==> config.mk <==
export PLATFORM = sky130hd
export DESIGN_NAME = tanh_share_arbiter
export DESIGN_NICKNAME = d
export VERILOG_FILES = /design/src/rtl/tanh_share_arbiter.sv
export SDC_FILE = /design/constraint.sdc
export NUM_CORES = 1
export LEC_CHECK = 0
export ABC_AREA = 0
export CORE_MARGIN = 2
export CORE_UTILIZATION = 35
export DETAILED_ROUTE_END_ITERATION = 16
export PLACE_DENSITY = 0.8
export SLEW_MARGIN = 20
export SYNTH_ARGS = -nofsm -noshare
export SYNTH_HDL_FRONTEND = slang
export SYNTH_SLANG_ARGS = --single-unit
==> constraint.sdc <==
create_clock -name clock -period 1.95 [get_ports clock]
set_input_delay 0.39 -clock clock [delete_from_list [all_inputs] [get_ports clock]]
set_output_delay 0.39 -clock clock [all_outputs]
set_load 0.01 [all_outputs]
==> src/rtl/tanh_share_arbiter.sv <==
// Round-robin arbiter sharing one pipelined tanh unit between NUM_REQ requesters.
// Optional per-requester statistics are enabled with TANH_SHARE_ARBITER_STATS_EN.
module tanh_share_arbiter #(
    parameter int BITWIDTH     = 18,
    parameter int NUM_REQ      = 4,
    parameter int TANH_LATENCY = 2,
    localparam int ID_W        = $clog2(NUM_REQ)
) (
    input  logic                         clock,
    input  logic                         reset,
    input  logic [NUM_REQ-1:0]           req_valid,
    input  logic [NUM_REQ*BITWIDTH-1:0]  req_operand,
    output logic [NUM_REQ-1:0]           req_ready,
    output logic [BITWIDTH-1:0]          tanh_operand,
    input  logic [BITWIDTH-1:0]          tanh_result,
    output logic                         rsp_valid,
    output logic [BITWIDTH-1:0]          rsp_result,
    output logic [ID_W-1:0]              rsp_id,
    output logic                         busy
`ifdef TANH_SHARE_ARBITER_STATS_EN
    ,
    output logic [NUM_REQ*16-1:0]        stat_grants,
    output logic [15:0]                  stat_conflict_cycles
`endif
);

    logic [ID_W-1:0]  rr_ptr;
    logic [ID_W-1:0]  grant_id;
    logic [ID_W-1:0]  cand;
    logic             found;
    logic             handshake;

    logic [TANH_LATENCY:0] tag_vld_p;
    logic [ID_W-1:0]       tag_id_p [TANH_LATENCY+1];

    // Scan starts one past the last winner so the previous winner has lowest priority.
    always_comb begin
        req_ready = '0;
        grant_id  = '0;
        cand      = '0;
        found     = 1'b0;
        for (int i = 1; i <= NUM_REQ; i++) begin
            cand = ID_W'((int'(rr_ptr) + i) % NUM_REQ);
            if (!found && req_valid[cand]) begin
                found    = 1'b1;
                grant_id = cand;
            end
        end
        if (found && !reset) begin
            req_ready[grant_id] = 1'b1;
        end
    end

    assign handshake = |(req_valid & req_ready);

    // Stage 0 captures the operand and owner; stages 1..TANH_LATENCY track it through the unit.
    always_ff @(posedge clock) begin
        if (reset) begin
            rr_ptr       <= ID_W'(NUM_REQ - 1);
            tanh_operand <= '0;
            tag_vld_p    <= '0;
            for (int s = 0; s <= TANH_LATENCY; s++) begin
                tag_id_p[s] <= '0;
            end
        end else begin
            if (handshake) begin
                tanh_operand <= req_operand[grant_id*BITWIDTH +: BITWIDTH];
                rr_ptr       <= grant_id;
            end
            tag_vld_p   <= {tag_vld_p[TANH_LATENCY-1:0], handshake};
            tag_id_p[0] <= grant_id;
            for (int s = 1; s <= TANH_LATENCY; s++) begin
                tag_id_p[s] <= tag_id_p[s-1];
            end
        end
    end

    assign rsp_valid  = tag_vld_p[TANH_LATENCY];
    assign rsp_id     = tag_id_p[TANH_LATENCY];
    assign rsp_result = tanh_result;
    assign busy       = |tag_vld_p;

`ifdef TANH_SHARE_ARBITER_STATS_EN
    logic [15:0] grant_cnt [NUM_REQ];
    logic [15:0] conflict_cnt;

    // Both counters saturate at all-ones rather than wrapping.
    always_ff @(posedge clock) begin
        if (reset) begin
            conflict_cnt <= '0;
            for (int i = 0; i < NUM_REQ; i++) begin
                grant_cnt[i] <= '0;
            end
        end else begin
            if ($countones(req_valid) >= 2 && conflict_cnt != 16'hFFFF) begin
                conflict_cnt <= conflict_cnt + 16'd1;
            end
            for (int i = 0; i < NUM_REQ; i++) begin
                if (req_valid[i] && req_ready[i] && grant_cnt[i] != 16'hFFFF) begin
                    grant_cnt[i] <= grant_cnt[i] + 16'd1;
                end
            end
        end
    end

    always_comb begin
        stat_grants = '0;
        for (int i = 0; i < NUM_REQ; i++) begin
            stat_grants[i*16 +: 16] = grant_cnt[i];
        end
    end

    assign stat_conflict_cycles = conflict_cnt;
`endif

endmodule
## Word level (Yosys, flattened, before mapping)

Memories as Yosys holds them, arrays and structs flattened.
Index checks and enable logic that the tools add are counted.

| word-level totals | value |
|---|---|
| memories | 1 |
| register bits | 23 |
| input bits | 96 |
| word-level logic and storage cells | 56 |
| output and inout port bits | 44 |
| bits in writable memories | 6 |

Memory list:

| memory | depth | width | rd ports | clocked after Yosys merged registers in | wr ports | line | RTL |
|---|---|---|---|---|---|---|---|
| tag_id_p | 3 | 2 | 3 | 0 | 3 | 34 | `logic [ID_W-1:0] tag_id_p [TANH_LATENCY+1];` |

| operators by class | value |
|---|---|
| reduce and logical (&&, ||, !) cells | 11 |
| bitwise operators | 4 |
| shifts and indexed selects | 1 |
| add/sub/neg operators | 4 |
| muxes and demuxes | 25 |
| multiply operators | 1 |
| $lt $le $gt $ge | 6 |

Operator list:

| cell | count |
|---|---|
| 72-bit by 8-bit indexed part select with 18-bit output | 1 |
| 2-bit by 3-bit less-than comparator with 1-bit output (second input constant) | 5 |
| 2-bit two-way mux | 7 |
| 1-bit two-way mux | 12 |
| 1-bit binary-select mux with 2-bit select | 4 |
| 2-bit by 4-bit multiplier with 6-bit output (second input constant) | 1 |
| 1-bit logical AND | 5 |
| 2-bit by 1-bit adder with 2-bit output (second input constant) | 2 |
| 2-bit adder (second input constant) | 2 |
| 4-bit AND | 1 |
| 1-bit logical NOT | 4 |
| 4-bit two-way mux | 1 |
| 4-bit OR reduction | 1 |
| 1-bit OR | 3 |
| 3-bit OR reduction | 1 |
| 1-bit demux with 2-bit select | 1 |
| 2-bit by 1-bit greater-or-equal comparator with 1-bit output (second input constant) | 1 |

## Longest topological paths before layout

| logic depth | value |
|---|---|
| depth after elaboration | 20 |
| gate-level depth with buffers | 7 |
| mapped depth without buffers | 4 |

## Worst setup path after synthesis

OpenSTA, ideal clock, no wires.

| timing | value |
|---|---|
| path type | input port to output port |
| start | in req_valid[2] |
| end | out req_ready[3] |
| buffers on the path | 2 |
| data arrival time | 1.466 ns |
| slack | 0.094 ns |
| stages on the path | 6 |
| data required time | 1.560 ns |
| cell sequence | buf_4 -> or3_1 -> o311ai_2 -> buf_6 -> nand2_1 -> nor2_1 |

| on the way | value |
|---|---|
| longest elaborated chain between the ends | 17 |
| elaborated cells on any way between the ends | 29 |
| classes of those cells | 2 x order compare; 19 x mux; 8 x reduce/logical |

RTL lines:

| element | line | RTL |
|---|---|---|
| start: declaration | 11 | `input logic [NUM_REQ-1:0] req_valid,` |
| 1-bit binary-select mux with 2-bit select | 44 | `if (!found && req_valid[cand]) begin` |
| 1-bit two-way mux (implied by the code) | 44 |  |
| 1-bit two-way mux | 44 |  |
| 1-bit logical NOT | 44 |  |
| 1-bit logical AND | 44 |  |
| 1-bit two-way mux | 44 |  |
| 1-bit logical NOT | 44 |  |
| 1-bit logical AND | 44 |  |
| 1-bit two-way mux | 44 |  |
| 1-bit logical NOT | 44 |  |
| 1-bit logical AND | 44 |  |
| 2-bit two-way mux | 44 |  |
| 2-bit by 3-bit less-than comparator with 1-bit output (implied by the code) or 2-bit by 1-bit greater-or-equal comparator with 1-bit output (tied branches) | 50 | `req_ready[grant_id] = 1'b1;` |
| 1-bit logical AND (implied by the code) | 50 |  |
| 1-bit two-way mux (implied by the code) | 50 |  |
| 1-bit demux with 2-bit select | 50 |  |
| 4-bit two-way mux (*) | 49 | `if (found && !reset) begin` |
| end: declaration | 13 | `output logic [NUM_REQ-1:0] req_ready,` |

Every way passes the cells marked *; elsewhere a longest branch is shown, timed or not. The select of a mux whose other input is x is not followed.

## Final worst setup path

| timing | value |
|---|---|
| start | in req_valid[2] |
| end | out req_ready[2] |

The elaborated chain is that of the path after synthesis.

==> metrics.cfg <==
[clock_tree]
cts_tree=built
postCtsSetupBuffers=0
cts_made_buffers=5
htreeDepth=2
ctsHoldBuffers=0
cts.sinks=29
clockBufferDepth=2
cts.clk_slew.worst_paths_ns=0.06
cts_root_buf=clkbuf_8
clock_latency_ns=0.28

[place]
dp_hpwl_mm=4.42
port_buffers=103
dp.cells=375
dpl-instance-area_um2=2900
place_congestion=0.855

[global_routing]
grt_pass1_wl_mm=9.46
antenna_found_initial=0
grt_pass1_vias=1956
track_usage=0.197
grt_overflow_total=0
grt_start_max_net_pins=27

[outcome]
status=completed

[setup_path]
reg2reg_setup_slack_ns=0.40
endpoint_kind=output pin
r2r_start=rr_ptr[0]
reg2regPathDepth=5
crit_path_start_kind=primary input
worstReg2RegEnd=tanh_operand[16]
cp.required_ns=1.56
crit_path_max_fanout=4
path_class=in -> out
arrival_ns=1.53

[route]
drt_wl_total_mm=6.20
post_drt_wl_per_cell_um=16.2
viasPerCell=5.39
first_pass_iters=4
ant_nets=0
drtIter0Drc=61
vias=2066
drc=0

[yosys]
synth_nets=321
ys_warn_count=0
syn_avg_cell_area_um2=8.51
synth.cell_area_um2=1920
synth_cell_types=30
ys_ff_latch=29
yosysSeqAreaShare=0.303
syn_inst=225

[final_layout]
fill_cells=489
final_nets=408
multiInputGateArea_um2=1040
utilization=0.572
finalNonFillerCells=383
final-seq-area_um2=582
fin_area_um2=2980
drive_above_1_share=0.163
diodes=0
syn_to_final_growth_pct=55.5

[timing]
setup_viol_count_final=0
hold_slack_ns=0.437
post-route-period-util=0.982
relSlewSlack=0.807
slew_violations=0
worst_pin_slew_ns=0.289
period_needed_ns=1.92
hold_viol=0
tns_ns=0
rsz0062_at_grt=no
fmax_ghz=0.522
fin_worst_skew_ns=0.00315

[floorplanning]
die_w_um=78.0
fp-row-count=26
die_area_um2=6080
io_pins=140
die-height_um=78.0
start_util=0.368
core_um2=5200

[min_path]
hold_start=tag_id_p[0][2]
hold_end=tag_id_p[0][4]
hold_depth=1
min-delay-path-class=reg -> reg

[power_and_ir_drop]
p_leak_nw=1.11
peakVddDrop_mv=0.463
p_per_area_nw_per_um2=659

[flow_run]
maxCapViolCount=0

-- layout by cell type, fill, tap and decap left out, drive strengths merged, types with 2 or more instances in the layout --
| cell | netlist | routed |
|---|---|---|
| clkdlybuf4s50 | 0 | 95 |
| nand2 | 4 | 4 |
| buf | 35 | 28 |
| nor2 | 8 | 8 |
| nand2b | 3 | 3 |
| a21oi | 21 | 21 |
| inv | 2 | 2 |
| a32oi | 18 | 18 |
| o21ai | 19 | 19 |
| a31oi | 19 | 19 |
| or3 | 2 | 2 |
| a211oi | 2 | 2 |
| nor3 | 2 | 2 |
| clkbuf | 8 | 7 |
| o21bai | 19 | 19 |
| and2 | 19 | 19 |
| dfxtp | 29 | 29 |
| nor2b | 8 | 8 |
-- cells by family (layout without fill, tap and decap cells) --
family                 count (synthesis)  count (layout)  synth area share
DFF                                   29              29             0.303
AOI/OAI and AO/OA                    102             102             0.379
and+or+nand+nor                       49              49             0.159
buffers and inverters                 45             133             0.159
-- area by class of cell --
| type | instances | area share |
|---|---|---|
| timing repair buffer | 123 | 0.383 |
| multi-input combinational | 151 | 0.351 |
| sequential | 29 | 0.195 |
| tap | 70 | 0.0294 |
| clock buffer | 7 | 0.0290 |
| clock inverter | 1 | 0.0101 |
| inverter | 2 | 0.00252 |
-- power breakdown --
| part | switching, mW | internal, mW | leakage (nW) | total (mW) |
|---|---|---|---|---|
| clock network | 0.243 | 0.416 | 0.0585 | 0.659 |
| registers | 0.0384 | 0.653 | 0.240 | 0.691 |
| logic | 0.260 | 0.353 | 0.816 | 0.613 |
| total | 0.541 | 1.42 | 1.11 | 1.96 |
-- cell usage after synthesis (all sizes together) --
cell type  count  area [µm²]
buf           35         268
dfxtp         29         581
a21oi         21         105
a31oi         19         119
and2          19         119
o21ai         19        95.1
o21bai        19         176
a32oi         18         158
clkbuf         8        30.0
nor2           8        30.0
nor2b          8        50.1
nand2          4        15.0
nand2b         3        28.8
a211oi         2        27.5
inv            2        7.51
nor3           2        10.0
or3            2        12.5
a211o          1        8.76
a311o          1        10.0
and3           1        6.26
nor4           1        21.3
o211a          1        10.0
o311ai         1        16.3
or4            1        11.3
-- through the flow --
| step | total power, mW | worst slack, ns |
|---|---|---|
| floorplan | 1.03 | 0.0938 |
| global placement | 1.31 | -0.690 |
| detailed placement | 1.33 | -0.754 |
| CTS | 1.97 | 0.0484 |
| global route | 2.05 | 0.000595 |
| finish | 1.96 | 0.0349 |
-- metal layers --
| layer | up-vias | global-route usage | share of wire |
|---|---|---|---|
| li1 | 986 | - | - |
| met5 | - | 0 | 0 |
| met2 | 83 | 0.338 | 0.49 |
| met3 | 16 | 0.0581 | 0.073 |
| met4 | 0 | 0.0649 | 0.016 |
| met1 | 981 | 0.235 | 0.42 |
-- registers in the layout, indices dropped and copies added (netlist names) --
name and flops:
tanh_operand 18, rr_ptr 2, tag_vld_p 3, tag_id_p 6
-- critical path, cell delays in order --
cell and delay (ns):
buf_2 0.12, or4_4 0.57, nand2b_4 0.09, inv_1 0.05, and2_1 0.16, buf_2 0.14
-- repair_timing --
action                                  in CTS  in global routing
pin swaps                                    1                  1
endpoints found under the setup margin       5                  2
resized for setup                           33                  2
-- how the worst max path moves through the flow --
stage / to / slack, ns / cells past startpoint / startpoint
after CTS: req_ready[2] / 0.05 / 6 / req_valid[1]
after floorplan: req_ready[3] / 0.09 / 6 / req_valid[2]
after global routing: req_ready[2] / 0.0006 / 6 / req_valid[1]
after detailed placement: req_ready[0] / -0.75 / 7 / req_valid[0]
after global placement: req_ready[0] / -0.69 / 7 / req_valid[0]
final: req_ready[2] / 0.03 / 6 / req_valid[2]
No activity file was read; power rests on OpenSTA's default activity.
